==> src/rtl/sad_accumulator.sv <==
// SAD accumulator: per-macroblock 4x4/16x16 sums of absolute differences, clamped to 12 bits,
// with raster block position tracking. Optional saturation flags under `SAD_SAT_FLAG_EN`.
module sad_accumulator #(
  parameter int WIDTH     = 1280,
  parameter int LENGTH    = 720,
  parameter int MB_SIZE_L = 8,
  parameter int MB_SIZE_W = 8
) (
  input  logic                                       clk,
  input  logic                                       rst,
  input  logic                                       pix_valid,
  input  logic [7:0]                                 orig,
  input  logic [7:0]                                 pred_4x4,
  input  logic [7:0]                                 pred_16x16,
  output logic [11:0]                                sum_4x4,
  output logic [11:0]                                sum_16x16,
  output logic                                       sum_valid,
  output logic [$clog2(WIDTH/MB_SIZE_W)-1:0]         mb_x,
  output logic [$clog2(LENGTH/MB_SIZE_L)-1:0]        mb_y,
  output logic                                       frame_done
`ifdef SAD_SAT_FLAG_EN
  ,
  output logic                                       sat_4x4,
  output logic                                       sat_16x16
`endif
);

  localparam int N       = MB_SIZE_L * MB_SIZE_W;
  localparam int MBX     = WIDTH / MB_SIZE_W;
  localparam int MBY     = LENGTH / MB_SIZE_L;
  localparam int ACC_W   = $clog2(N * 255 + 1);
  localparam int CNT_W   = (N > 1) ? $clog2(N) : 1;
  localparam int XW      = $clog2(MBX);
  localparam int YW      = $clog2(MBY);
  localparam int SUM_MAX = 4095;

  typedef enum logic {IDLE, ACCUM} state_t;

  state_t            state;
  logic [CNT_W-1:0]  cnt;
  logic [ACC_W-1:0]  acc_4x4, acc_16x16;
  logic [ACC_W-1:0]  acc_next_4x4, acc_next_16x16;
  logic [XW-1:0]     pos_x;
  logic [YW-1:0]     pos_y;
  logic signed [8:0] diff_4x4, diff_16x16;
  logic [7:0]        d_4x4, d_16x16;
  logic              last_pix, pos_x_end, pos_y_end;

  function automatic logic [11:0] clamp12(input logic [ACC_W-1:0] v);
    return (32'(v) > SUM_MAX) ? 12'(SUM_MAX) : 12'(v);
  endfunction

  // NOTE: every signal driven here is assigned on every path, so no latch is inferred.
  always_comb begin
    diff_4x4       = $signed({1'b0, orig}) - $signed({1'b0, pred_4x4});
    diff_16x16     = $signed({1'b0, orig}) - $signed({1'b0, pred_16x16});
    d_4x4          = diff_4x4[8]   ? 8'(-diff_4x4)   : diff_4x4[7:0];
    d_16x16        = diff_16x16[8] ? 8'(-diff_16x16) : diff_16x16[7:0];
    // The first pixel of a block loads rather than adds.
    acc_next_4x4   = ((state == IDLE) ? '0 : acc_4x4)   + ACC_W'(d_4x4);
    acc_next_16x16 = ((state == IDLE) ? '0 : acc_16x16) + ACC_W'(d_16x16);
    last_pix       = (cnt == CNT_W'(N - 1));
    pos_x_end      = (pos_x == XW'(MBX - 1));
    pos_y_end      = (pos_y == YW'(MBY - 1));
  end

  // NOTE: sequential state uses non-blocking assignments only; the reset branch covers every register.
  always_ff @(posedge clk) begin
    if (rst) begin
      state      <= IDLE;
      cnt        <= '0;
      acc_4x4    <= '0;
      acc_16x16  <= '0;
      pos_x      <= '0;
      pos_y      <= '0;
      sum_4x4    <= '0;
      sum_16x16  <= '0;
      sum_valid  <= 1'b0;
      mb_x       <= '0;
      mb_y       <= '0;
      frame_done <= 1'b0;
`ifdef SAD_SAT_FLAG_EN
      sat_4x4    <= 1'b0;
      sat_16x16  <= 1'b0;
`endif
    end else begin
      sum_valid  <= 1'b0;
      frame_done <= 1'b0;
      if (pix_valid) begin
        if (last_pix) begin
          sum_4x4    <= clamp12(acc_next_4x4);
          sum_16x16  <= clamp12(acc_next_16x16);
`ifdef SAD_SAT_FLAG_EN
          sat_4x4    <= (32'(acc_next_4x4) > SUM_MAX);
          sat_16x16  <= (32'(acc_next_16x16) > SUM_MAX);
`endif
          sum_valid  <= 1'b1;
          mb_x       <= pos_x;
          mb_y       <= pos_y;
          frame_done <= pos_x_end && pos_y_end;
          acc_4x4    <= '0;
          acc_16x16  <= '0;
          cnt        <= '0;
          state      <= IDLE;
          if (pos_x_end) begin
            pos_x <= '0;
            pos_y <= pos_y_end ? '0 : pos_y + YW'(1);
          end else begin
            pos_x <= pos_x + XW'(1);
          end
        end else begin
          acc_4x4    <= acc_next_4x4;
          acc_16x16  <= acc_next_16x16;
          cnt        <= cnt + CNT_W'(1);
          state      <= ACCUM;
        end
      end
    end
  end

endmodule

==> config.mk <==
export PLATFORM = sky130hd
export DESIGN_NAME = sad_accumulator
export DESIGN_NICKNAME = d
export VERILOG_FILES = /design/src/rtl/sad_accumulator.sv
export SDC_FILE = /design/constraint.sdc
export NUM_CORES = 1
export LEC_CHECK = 0
export ABC_AREA = 1
export CAP_MARGIN = 20
export CORE_MARGIN = 3
export CORE_UTILIZATION = 24
export CTS_BUF_LIST = sky130_fd_sc_hd__clkbuf_4 sky130_fd_sc_hd__clkbuf_8 sky130_fd_sc_hd__clkbuf_16
export CTS_CLUSTER_SIZE = 14
export DETAILED_ROUTE_END_ITERATION = 8
export RECOVER_POWER = 50
export SYNTH_ARGS = -nofsm -noshare
export SYNTH_HDL_FRONTEND = slang
export SYNTH_SLANG_ARGS = --single-unit
==> constraint.sdc <==
create_clock -name clk -period 4.5 [get_ports clk]
set_clock_uncertainty 0.2 [all_clocks]
set_input_delay 0.675 -clock clk [delete_from_list [all_inputs] [get_ports clk]]
set_output_delay 0.675 -clock clk [all_outputs]
set_load 0.005 [all_outputs]
Word level (Yosys, flattened, before mapping)
Cells that the tools add are included.
{"block": "op_classes", "bitwise": 2, "reduce_logical": 5, "n_lt_le_gt_ge": 2, "muxes": 13, "div": 0, "n_eq_ne": 3, "add_sub_neg": 9, "multipliers": 0, "shift": 0}
{"op": "14-bit 2-to-1 mux", "n": 4}
{"op": "14-bit by 8-bit adder with 14-bit output", "n": 2}
{"op": "14-bit by 12-bit > comparator with 1-bit output, second input constant", "n": 2}
{"op": "12-bit 2-to-1 mux", "n": 2}
{"op": "8-bit 2-to-1 mux", "n": 3}
{"op": "8-bit by 8-bit subtractor with 9-bit output", "n": 2}
{"op": "8-bit negator", "n": 2}
{"op": "8-bit by 1-bit adder with 8-bit output, second input constant", "n": 1}
{"op": "8-bit equality test, second input constant", "n": 1}
{"op": "7-bit by 1-bit adder with 7-bit output, second input constant", "n": 1}
{"op": "7-bit equality test, second input constant", "n": 1}
{"op": "7-bit 2-to-1 mux", "n": 1}
{"op": "6-bit by 1-bit adder with 6-bit output, second input constant", "n": 1}
{"op": "6-bit equality test, second input constant", "n": 1}
{"op": "6-bit 2-to-1 mux", "n": 1}
{"op": "3-bit AND reduction", "n": 1}
{"op": "3-bit OR reduction", "n": 1}
{"op": "1-bit 2-to-1 mux", "n": 2}
{"op": "1-bit NOT", "n": 2}
{"op": "2-bit AND reduction", "n": 1}
{"op": "2-bit OR reduction", "n": 1}
{"op": "1-bit logical AND", "n": 1}
{"block": "totals", "wordCells": 46, "out_inout_bits": 41, "reg_bits": 91, "ram_bits": 0, "rom_bits": 0, "mem_count": 0, "latchBits": 0}

Depth between registers and ports, before layout
Gate-level depths: netlist of the first run.
{"block": "depth", "word_depth": 6, "depth_mapped": 27, "depth_no_buf": 27}

Worst setup path before layout of the first run
No wires, ideal clock.
{"block": "synth_path", "path_type": "in2reg", "start": "in orig[0]", "end": "reg sum_4x4[10]", "slack_ps": 871, "arrival_ps": 3317, "setup_time_ps": 112, "cell_stages": 22, "path_buffers": 1, "path_cell_list": "inv_1 ha_1 inv_1 fa_1 nand3_1 nand2_1 nand4_1 nand2_1 inv_1 o21ai_0 fa_1 nand3_1 nand3_1 nand2_1 nand2_1 nand2_1 nand2_1 nand2_1 buf_2 nand3_1 nand2_1 nand2_1"}
{"block": "synth_via", "elab_chain_cells": 6}
{"element": "from (decl)", "line": "12", "text": "input logic [7:0] orig,"}
{"element": "8-bit by 8-bit subtractor with 9-bit output (*)", "line": "55", "text": "diff_4x4 = $signed({1'b0, orig}) - $signed({1'b0, pred_4x4});"}
{"element": "8-bit negator", "line": "57", "text": "d_4x4 = diff_4x4[8] ? 8'(-diff_4x4) : diff_4x4[7:0];"}
{"element": "8-bit 2-to-1 mux (*)", "line": "57"}
{"element": "14-bit by 8-bit adder with 14-bit output (*)", "line": "60", "text": "acc_next_4x4 = ((state == IDLE) ? '0 : acc_4x4) + ACC_W'(d_4x4);"}
{"element": "14-bit by 12-bit > comparator with 1-bit output", "line": "50", "text": "return (32'(v) > SUM_MAX) ? 12'(SUM_MAX) : 12'(v);"}
{"element": "12-bit 2-to-1 mux (*)", "line": "50"}
{"element": "to (signal assigned)", "line": "91", "text": "sum_4x4 <= clamp12(acc_next_4x4);"}
{"element": "to (decl)", "line": "15", "text": "output logic [11:0] sum_4x4,"}
Mark *: on every way between the ends. The rest lies on a longest branch, timed or not.
A chain may end at the register's enable or synchronous reset.

Worst setup path in the final report of the first run
{"block": "layout_path", "start": "in orig[0]", "end": "reg sum_4x4[3]"}
Same word-level chain as after synthesis.

==> summary.txt, run 1 <==
Outcome
  – Status: finished, violations left
  – Violated checks: max-capacitance violations

Clocking
  – Clk Latency, worst-skew pair: 0.35 ns
  – Longest Clk Path Bufs: 2
  – CTS root buffer: clkbuf_16
  – Post-CTS Setup Bufs: 0
  – Num CTS Buffers: 9
  – Reg clk slew, reported paths: 0.06 ns
  – H-tree depth: 3
  – Hold bufs inserted after CTS: 0
  – Clk sinks: 91
  – Post-CTS Resized: 0
  – CTS tree: yes

Detailed routing
  – Drt wl/cell: 11.2 um
  – Via density: 4.33
  – Vias: 6035
  – DRC violation total after the first TritonRoute iteration: 274
  – Antenna Nets Post-Route: 0
  – 1st-pass router iterations: 5
  – # DRC: 0
  – Final WL: 15600 um

Setup path
  – WP data arrival: 4.11 ns
  – Worst Path Required: 4.55 ns
  – CP Class: input port to flop
  – Reg-to-reg slack, setup: 1.27 ns
  – Critical Path Start Type: input port
  – Critical path endpoint category: flop
  – CP max FO: 7

Place
  – Post-DP HPWL: 12000 um
  – Buffers on Ports: 67
  – RePlAce Congestion: 0.863
  – Cell area after placement: 7220 um2
  – Post-Place Setup Slack: 0.0540 ns

Global route
  – Gr usage total: 0.114
  – Pin count of the biggest net entering global routing: 56
  – First-pass GRT wire length: 26600 um
  – Antenna violations before repair: 0
  – Total grt overflow: 0
  – Vias in the first global route: 5696

STA
  – Worst hold slack: 0.254 ns
  – Clock period minus worst slack: 4.07 ns
  – Slew margin rel.: 0.00101
  – Fmax: 246 MHz
  – Worst slew pin tran: 1.50 ns
  – Final Setup Violations: 0
  – Setup ws final: 0.433 ns
  – Period Utilization, post-route: 0.904
  – Final Max Slew Viols: 0
  – RSZ-0062 raised after global routing: no
  – Setup total negative slack: 0 ns
  – Final Hold Viols: 0

Finish
  – Commonest non-fill, non-tap cell in the layout: nand2_1
  – Layout Nets: 1133
  – Share of cells above drive strength 1: 0.0327
  – Post-Layout Inst Area: 7480 um2
  – N_diodes: 0
  – Area growth, synth to finish: 21.8%
  – Most frequent cells in the layout: 325 x nand2_1, 164 x inv_1, 110 x nor2_1

Yosys
  – Mapped Cells: 999
  – Average cell area after synthesis: 6.15 um2
  – Post-synthesis cell area: 6140 um2
  – Number of distinct library cells after synthesis: 37
  – #FFs+latches synth: 91
  – Top cell type's share of synthesized area: 0.296
  – Syn nets: 1068
  – Synth top area cells: dfxtp_1 30%, nand2_1 20%, inv_1 9.9%
  – Leading area contributor after synthesis: dfxtp_1
  – Synthesis Warnings: 0
  – Post-synthesis sequential area ratio: 0.296

Job
  – Max-cap violations: 1

Power
  – P_leak: 3.91 nW
  – VDD IR-drop max: 153 uV
  – Power, Total: 0.00211 W
  – PD cells: 282 nW/um2

Floorplanning
  – Die span in x: 166 um
  – Die Ht: 166 um
  – Core Rows: 57
  – Core area: 24700 um2
  – Initial Util: 0.248
  – I/O pin cnt: 68
  – Die area: 27600 um2

Worst hold path
  – Hold Path Class: flop to flop
synthesized netlist by cell type (all sizes together):
| cell | number |
|---|---|
| o221ai | 1 |
| or2 | 4 |
| a31oi | 3 |
| xnor2 | 2 |
| nand3 | 87 |
| and3 | 1 |
| nand2 | 326 |
| o21ai | 24 |
| a22o | 1 |
| nor4 | 2 |
| clkbuf | 18 |
| clkinv | 1 |
| nand3b | 10 |
| o21a | 1 |
| nand4 | 17 |
| o211a | 1 |
| a21oi | 48 |
| inv | 165 |
| xor2 | 19 |
| dfxtp | 91 |
| buf | 8 |
| nor3 | 12 |
| a211oi | 1 |
| ha | 38 |
| nor2 | 110 |
| o21bai | 4 |
| fa | 4 |
sequential cells by signal (all words and copies together) (netlist names):
name        count
frame_done      1
state           1
mb_y            7
acc_4x4        14
mb_x            8
pos_x           8
pos_y           7
sum_valid       1
acc_16x16      14
cnt             6
sum_4x4        12
sum_16x16      12
layout make-up:
cell class / instances / area, um2
well taps: 324 / 405
repair buffers: 80 / 777
flip-flops and latches: 91 / 1820
multi-input cells: 716 / 3560
fillers: 2685 / 17300
inverters: 166 / 623
clock buffers: 13 / 274
clock inverters: 3 / 21.3
worst paths after layout:
check	start	end	depth (start not counted)
setup / recovery	orig[0]	sum_4x4[3]	23
hold / removal	mb_y[3]	mb_y[3]	2
hold reg to reg	mb_y[3]	mb_y[3]	2
setup reg to reg	cnt[0]	pos_y[5]	8
through the flow:
step / instances / utilization
3_5_place_dp: 1377 / 0.292
5_1_grt: 1393 / 0.302
2_1_floorplan: 999 / -
3_3_place_gp: 1377 / 0.292
6_report: 1393 / 0.302
4_1_cts: 1393 / 0.304
routing by layer:
layer	track usage	wire length, um	up-vias
met5	0	0	-
met4	0.0286	185	0
met3	0.0236	444	11
met2	0.209	7910	65
met1	0.134	7100	2717
li1	-	-	3242
cell families (layout without fill, tap and decap cells):
kind of cell / after synthesis / after routing / share of synthesized area
flops: 91 / 91 / 0.296
simple gates: 569 / 569 / 0.390
compound gates: 84 / 84 / 0.0735
buf+inv: 192 / 262 / 0.120
xor+xnor: 21 / 21 / 0.0299
fa+ha+maj: 42 / 42 / 0.0904
critical path: stages:
cell             delay, ns
clkdlybuf4s50_1       0.40
inv_1                 0.07
ha_1                  0.14
inv_1                 0.07
fa_1                  0.40
nand3_1               0.11
nand2_1               0.10
nand4_1               0.08
nand2_1               0.11
inv_1                 0.19
o21ai_0               0.20
fa_1                  0.52
nand3_1               0.09
nand3_1               0.13
nand2_1               0.12
nand2_1               0.09
nand2_1               0.07
nand2_1               0.06
nand2_1               0.09
buf_4                 0.15
nand3_1               0.12
nand2_1               0.08
inv_1                 0.03
power by group:
group | total (W) | internal (W) | switching [W]
Sequential | 0.000844 | 0.000831 | 0.0000132
Combinational | 0.000525 | 0.000195 | 0.000330
Clock | 0.000741 | 0.000426 | 0.000315
Total | 0.00211 | 0.00145 | 0.000658
Power figures use the tool's default switching activity.
==> run 2, diff against run 1 <==
GPL_ROUTABILITY_DRIVEN = 0   (was default)
==> results of run 2 <==
Same layout as run 1: the final DEF is identical, and so are final timing and power.
